**src/rtl/counter_run_arbiter.sv**
```systemverilog
// counter_run_arbiter: round-robin sequencer sharing one WIDTH-bit run counter
// between two requesters. A granted requester gets a count from 0 up to its
// sampled length, followed by a one-cycle done pulse.
// Optional feature macro: COUNTER_RUN_ARBITER_PRESCALE_EN (count advances once
// every PRESCALE cycles instead of every cycle).
module counter_run_arbiter #(
  parameter int WIDTH    = 8,
  parameter int PRESCALE = 4
) (
  input  logic             clk,
  input  logic             rst,
  input  logic             req0,
  input  logic [WIDTH-1:0] len0,
  input  logic             req1,
  input  logic [WIDTH-1:0] len1,
  output logic             gnt0,
  output logic             gnt1,
  output logic             busy,
  output logic [WIDTH-1:0] q,
  output logic             done0,
  output logic             done1
);

  typedef enum logic [1:0] {
    IDLE = 2'd0,
    RUN  = 2'd1,
    DONE = 2'd2
  } state_t;

  // A prescale ratio below 2 would make the divided tick meaningless.
  if (PRESCALE < 2) begin : g_prescale_check
    $error("counter_run_arbiter: PRESCALE must be >= 2");
  end

  state_t           state_q, state_d;
  logic             gnt0_q, gnt0_d;
  logic             gnt1_q, gnt1_d;
  logic             done0_q, done0_d;
  logic             done1_q, done1_d;
  logic             busy_q, busy_d;
  logic [WIDTH-1:0] q_q, q_d;
  logic [WIDTH-1:0] target_q, target_d;
  // last_q: 1 means requester 1 was served last, so requester 0 wins a tie.
  logic             last_q, last_d;

  logic             pick1;
  logic [WIDTH-1:0] len_w;
  logic [WIDTH-1:0] q_inc;
  logic             granted_req;
  logic             tick;

`ifdef COUNTER_RUN_ARBITER_PRESCALE_EN
  localparam int PW = (PRESCALE > 1) ? $clog2(PRESCALE) : 1;
  localparam logic [PW-1:0] PRE_MAX = PW'(PRESCALE - 1);
  logic [PW-1:0] pre_q, pre_d;

  // Tick fires on the last cycle of each prescale period.
  always_comb begin
    tick = (pre_q == PRE_MAX);
  end
`else
  // Without prescaling the counter advances on every edge while running.
  always_comb begin
    tick = 1'b1;
  end
`endif

  // Arbitration and counter next-state; every output is computed here and
  // registered below so nothing combinational reaches the ports.
  always_comb begin
    state_d  = state_q;
    gnt0_d   = gnt0_q;
    gnt1_d   = gnt1_q;
    done0_d  = 1'b0;
    done1_d  = 1'b0;
    q_d      = q_q;
    target_d = target_q;
    last_d   = last_q;
    pick1       = req1 && (!req0 || !last_q);
    len_w       = pick1 ? len1 : len0;
    q_inc       = q_q + {{(WIDTH-1){1'b0}}, 1'b1};
    granted_req = gnt1_q ? req1 : req0;
`ifdef COUNTER_RUN_ARBITER_PRESCALE_EN
    pre_d = pre_q;
`endif
    unique case (state_q)
      IDLE: begin
        if (req0 || req1) begin
          gnt0_d   = !pick1;
          gnt1_d   = pick1;
          q_d      = '0;
          target_d = len_w;
`ifdef COUNTER_RUN_ARBITER_PRESCALE_EN
          pre_d = '0;
`endif
          if (len_w == '0) begin
            state_d = DONE;
            done0_d = !pick1;
            done1_d = pick1;
          end else begin
            state_d = RUN;
          end
        end
      end
      RUN: begin
        if (!granted_req) begin
          state_d = IDLE;
          gnt0_d  = 1'b0;
          gnt1_d  = 1'b0;
          last_d  = gnt1_q;
        end else begin
`ifdef COUNTER_RUN_ARBITER_PRESCALE_EN
          pre_d = tick ? '0 : pre_q + {{(PW-1){1'b0}}, 1'b1};
`endif
          if (tick) begin
            q_d = q_inc;
            if (q_inc == target_q) begin
              state_d = DONE;
              done0_d = gnt0_q;
              done1_d = gnt1_q;
            end
          end
        end
      end
      DONE: begin
        state_d = IDLE;
        gnt0_d  = 1'b0;
        gnt1_d  = 1'b0;
        last_d  = gnt1_q;
      end
      default: begin
        state_d = IDLE;
        gnt0_d  = 1'b0;
        gnt1_d  = 1'b0;
      end
    endcase
    busy_d = (state_d != IDLE);
  end

  // State register with synchronous active-low reset that favours requester 0.
  always_ff @(posedge clk) begin
    if (!rst) begin
      state_q  <= IDLE;
      gnt0_q   <= 1'b0;
      gnt1_q   <= 1'b0;
      done0_q  <= 1'b0;
      done1_q  <= 1'b0;
      busy_q   <= 1'b0;
      q_q      <= '0;
      target_q <= '0;
      last_q   <= 1'b1;
`ifdef COUNTER_RUN_ARBITER_PRESCALE_EN
      pre_q    <= '0;
`endif
    end else begin
      state_q  <= state_d;
      gnt0_q   <= gnt0_d;
      gnt1_q   <= gnt1_d;
      done0_q  <= done0_d;
      done1_q  <= done1_d;
      busy_q   <= busy_d;
      q_q      <= q_d;
      target_q <= target_d;
      last_q   <= last_d;
`ifdef COUNTER_RUN_ARBITER_PRESCALE_EN
      pre_q    <= pre_d;
`endif
    end
  end

  assign gnt0  = gnt0_q;
  assign gnt1  = gnt1_q;
  assign done0 = done0_q;
  assign done1 = done1_q;
  assign busy  = busy_q;
  assign q     = q_q;

endmodule

```
**config.mk**
```make
export PLATFORM = sky130hd
export DESIGN_NAME = counter_run_arbiter
export DESIGN_NICKNAME = d
export VERILOG_FILES = /design/src/rtl/counter_run_arbiter.sv
export SDC_FILE = /design/constraint.sdc
export NUM_CORES = 1
export LEC_CHECK = 0
export CAP_MARGIN = 25
export CELL_PAD_IN_SITES_DETAIL_PLACEMENT = 0
export CELL_PAD_IN_SITES_GLOBAL_PLACEMENT = 1
export CORE_MARGIN = 5
export CORE_UTILIZATION = 39
export CTS_CLUSTER_DIAMETER = 120
export CTS_CLUSTER_SIZE = 10
export DETAILED_ROUTE_END_ITERATION = 16
export PLACE_DENSITY = 0.9
export RECOVER_POWER = 25
export SLEW_MARGIN = 20
export SYNTH_ARGS = -nofsm -noshare
export SYNTH_HDL_FRONTEND = slang
export SYNTH_SLANG_ARGS = --single-unit
```
**constraint.sdc**
```tcl
create_clock -name clk -period 4.26 [get_ports clk]
set_input_delay 0.426 -clock clk [delete_from_list [all_inputs] [get_ports clk]]
set_output_delay 0.426 -clock clk [all_outputs]
set_load 0.03 [all_outputs]
```
-- After elaboration in Yosys (flattened, before gate mapping)
Cells that the tools add are included.
W data, S select, Z words.
- bits in registers: 24
- latch bits: 0
- bits in writable memories: 0
- bits in read-only memories: 0
- input port bits: 20
- output and inout bits: 13
- word-level logic and storage cells: 58
- memories kept: 0
- add/sub/neg operators: 1
- multipliers: 0
- divide/modulo/power cells: 0
- $lt $le $gt $ge: 0
- eq/ne operators: 6
- shifts and indexed selects: 0
- muxes and demuxes: 27
- bitwise operators: 0
- reductions and logical operators: 15
- operators with widths (operator ; number):
    $mux W8 ; 3
    $pmux W8 S2 ; 1
    $mux W1 ; 13
    $pmux W1 S2 ; 5
    $add A8 B1 Y8 const B ; 1
    $eq A8 B8 Y1 ; 1
    $logic_not A8 Y1 ; 1
    $mux W2 ; 4
    $ne A2 B2 Y1 const B ; 3
    $reduce_and A2 Y1 ; 3
    $reduce_bool A2 Y1 ; 3
    $pmux W2 S2 ; 1
    $logic_not A1 Y1 ; 3
    $reduce_and A3 Y1 ; 1
    $eq A2 B1 Y1 const B ; 1
    $eq A2 B2 Y1 const B ; 1
    $logic_not A2 Y1 ; 1
    $logic_or A1 B1 Y1 ; 2
    $logic_and A1 B1 Y1 ; 1

-- Logic depth before layout (Yosys ltp)
- depth after elaboration: 9
- gate-level depth with buffers: 7
- gate-level depth less buffers: 7

-- Least setup slack after synthesis
OpenSTA, ideal clock, no wires.
- path type: register to register
- from: register q_q[0] (netlist: q[0])
- to: register done0_q (netlist: done0)
- library setup time: 0.096 ns
- data arrival time: 2.189 ns
- data required time: 4.164 ns
- path slack: 1.975 ns
- cell stages (with the launch flop): 8
- buffers on the path: 0
- period minus slack after synthesis: 2.285 ns
- cells stage by stage: dfxtp_1 > ha_1 > nor2b_1 > a21oi_1 > nor4_1 > nand2_2 > or3_4 > o41ai_2
- word-level cells in the longest chain between the ends: 5
- RTL lines (element ; RTL line ; source):
    start, declared ; 41 ; logic [WIDTH-1:0] q_q, q_d;
    start signal, assigned ; 162 ; q_q <= q_d;
    $add A8 B1 Y8 ; 81 ; q_inc = q_q + {{(WIDTH-1){1'b0}}, 1'b1};
    $eq A8 B8 Y1 ; 117 ; if (q_inc == target_q) begin
    $mux W1 ; 117 ;
    $mux W1 ; 106 ; if (!granted_req) begin
    $pmux W1 S2 ; 86 ; unique case (state_q)
    end signal, assigned ; 159 ; done0_q <= done0_d;
    end, declared ; 38 ; logic done0_q, done0_d;
No other way between the ends.
A chain may end at the register's enable or synchronous reset.

-- Worst setup path after layout
- from: input req1
- to: register state_q[0]
- word-level cells in the longest chain between the ends: 6
- elaborated cells between the ends (all ways): 9
- those cells by class: mux (6); reduce/logical (3)
- RTL lines (element ; RTL line ; source):
    start, declared ; 14 ; input logic req1,
    $logic_and A1 B1 Y1 ; 79 ; pick1 = req1 && (!req0 || !last_q);
    $mux W8 ; 80 ; len_w = pick1 ? len1 : len0;
    $logic_not A8 Y1 ; 96 ; if (len_w == '0) begin
    $mux W2 ; 96 ;
    $mux W2 ; 88 ; if (req0 || req1) begin
    $pmux W2 S2 (*) ; 86 ;
    end signal, assigned ; 156 ; state_q <= state_d;
    end, declared ; 35 ; state_t state_q, state_d;
Mark *: on every way between the ends. The rest lies on a longest branch, timed or not.

==> reports/metrics.csv <==
metric;value;unit
violations;max-capacitance violations, max-slew violations;
overflow;0;
routed_wl;3310;um
io_pins;33;
synthDistinctLibCells;37;
p_leak;0.701;nW
setup_viol_count_final;0;
fmax;353;MHz
drt_iter0_markers;73;
cp-start-kind;input pin;
vdd_ir_drop_max;0.000107;V
cts_tree;built;
coreArea;3390;sq um
synth.top_cells.by_count;dfxtp_1 (24), nand2_1 (24), a21oi_1 (11);
async_flop_share;0;%
setup_tns;0;ns
routedWlPerCell;13.5;um
num_antenna_cells;0;
grt_max_degree;24;
grt_pass1_vias;1324;
fin_util;52.6;%
synth_top_area_cell;dfxtp_1;
r2r-start;last_q;
postCtsResizedCells;0;
maxSlewViolCount;13;
layout-drive-gt1-share;6.03;%
dp.cells;241;
ys.flop_type;dfxtp_1;
finalClockSkew;0.00790;ns
clkTransAtPathRegs;0.14;ns
path_max_fanout;12;
maxCapViolations;1;
rsz0062_at_grt;false;
syn_nets;191;
fp.dieH;69.8;um
r2r_setup_slack;1.87;ns
place.gp.congestion;0.801;
synth_edf_count;0;
drc;0;
cts_root_buffer;clkbuf_4;
cts.path.max_buffers;2;
worstSetupStartpoint;req1;
period_minus_slack;2.83;ns
max_slew.worst_pin.slew;1.80;ns
yosys_warnings;0;
die_w;69.8;um
clock-sinks;24;
post-route-period-util;66.5;%
fin_ws;1.43;ns
hp-class;reg2reg;
end_kind;register;
p_per_area;275;nW/um^2
cp_data_required_time;4.52;ns
synth.area.top_cells;dfxtp_1 (34%), nand2_1 (6.5%), mux2i_1 (5.7%), o211a_1 (5.7%), nor2b_1 (4.5%);
yosysSeqAreaShare;34.4;%
syn_avg_cell_area;8.21;sq um
slew_headroom;-21.1;%
grtUsageTotal;13.8;%
status;finished with violations;
syn_area;1400;sq um
drtPass1Iterations;4;
dp_hpwl;2560;um
clk_latency;0.32;ns
synth_top_area_share;34.4;%
antenna_found_initial;0;
finalHoldViolCount;0;
path_class;in2reg;
area_growth;27.9;%
place_area;1750;sq um
design_area;1780;sq um
worstRegToRegCells;5;
fin_cells;245;
via_per_inst;5.43;
cts_setup_buffers;0;
ys_ff_latch;24;
grt_pass1_wl;5750;um
nets;221;
reg2reg_to;state_q[0];
pre_cts_slack;1.68;ns
dieArea;4870;sq um
via_count;1331;
crit_end;state_q[0];
syn-instance-count;170;
port_buffers;32;
arrival;3.09;ns
ant_nets;0;
start_util;41.2;%
fill_cells;322;
numCtsBuffers;3;
cts_max_level;1;
fp-row-count;21;
hold_buffers;0;
## logic make-up (layout without fill, tap and decap cells)
logic type,after synthesis,count (layout),synth area share [%]
AOI/OAI and AO/OA,41,41,21.3
adders and majority gates,1,1,0.897
buffers and inverters,9,38,2.96
xor gates and xnor gates,8,8,5.02
DFF,24,24,34.4
muxes,9,9,6.55
and+or+nand+nor,78,78,28.8
## layout make-up
cell class,count,area [sq um],share of cell area (%)
Multi-Input combinational cell,137,878,49.2
Sequential cell,24,480,26.9
Clock buffer,4,36.3,2.03
Timing Repair Buffer,33,328,18.4
Tap cell,46,57.6,3.23
Inverter,1,3.75,0.210
## power by group
group | switching, W | internal [W] | leakage (nW) | total, W
clock | 0.0000710 | 0.0000523 | 0.0210 | 0.000123
combinational | 0.0000591 | 0.0000570 | 0.484 | 0.000116
sequential | 0.0000133 | 0.000238 | 0.197 | 0.000251
## flip-flops by register name, summed over array words and instances (netlist names)
signal    cells
busy          1
done0         1
done1         1
gnt0          1
gnt1          1
last_q        1
q             8
state_q       2
target_q      8
## metrics by stage
stage,hold slack [ns],power [W]
after floorplan,0.459,0.000329
after CTS,0.509,0.000495
after global routing,0.522,0.000513
after global placement,0.491,0.000370
final,0.506,0.000491
after detailed placement,0.490,0.000373
## critical path, cell delays in order
cell and delay [ns]:
dlygate4sd3_1 0.62, a21boi_0 1.40, nor3_1 0.22, nor2_1 0.22
nand2_1 0.08, a21oi_1 0.13
## worst min path at each step
stage / from / to / slack (ns) / cells after the start
2_1_floorplan: last_q / last_q / 0.46 / 2
3_3_place_gp: last_q / last_q / 0.49 / 2
3_5_place_dp: gnt0 / done0 / 0.49 / 2
4_1_cts: last_q / last_q / 0.51 / 2
5_1_grt: gnt0 / done0 / 0.52 / 2
6_report: last_q / last_q / 0.51 / 2
## cell usage in the layout (no fill, tap or decap), types with 4 or more instances in the layout
| cell | netlist | layout |
|---|---|---|
| o211a_1 | 8 | 8 |
| a21boi_0 | 4 | 4 |
| nor4_1 | 5 | 5 |
| nor3_1 | 6 | 5 |
| a21oi_1 | 11 | 11 |
| xnor2_1 | 6 | 6 |
| nand2_1 | 24 | 24 |
| mux2i_1 | 8 | 8 |
| clkdlybuf4s50_1 | 0 | 27 |
| nand3_1 | 6 | 6 |
| nor2_1 | 10 | 10 |
| dlygate4sd3_1 | 0 | 5 |
| o21ai_0 | 7 | 7 |
| dfxtp_1 | 24 | 24 |
| nor2b_1 | 10 | 10 |
## routing by layer
| layer | vias to the layer above | track usage (%) | part of all wire (%) |
|---|---|---|---|
| met5 | - | 0 | 0 |
| met4 | 0 | 5.53 | 1.8 |
| met3 | 6 | 1.59 | 4.2 |
| met2 | 41 | 23.6 | 46 |
| met1 | 607 | 17.5 | 48 |
| li1 | 677 | - | - |
Power figures use the tool's default switching activity.
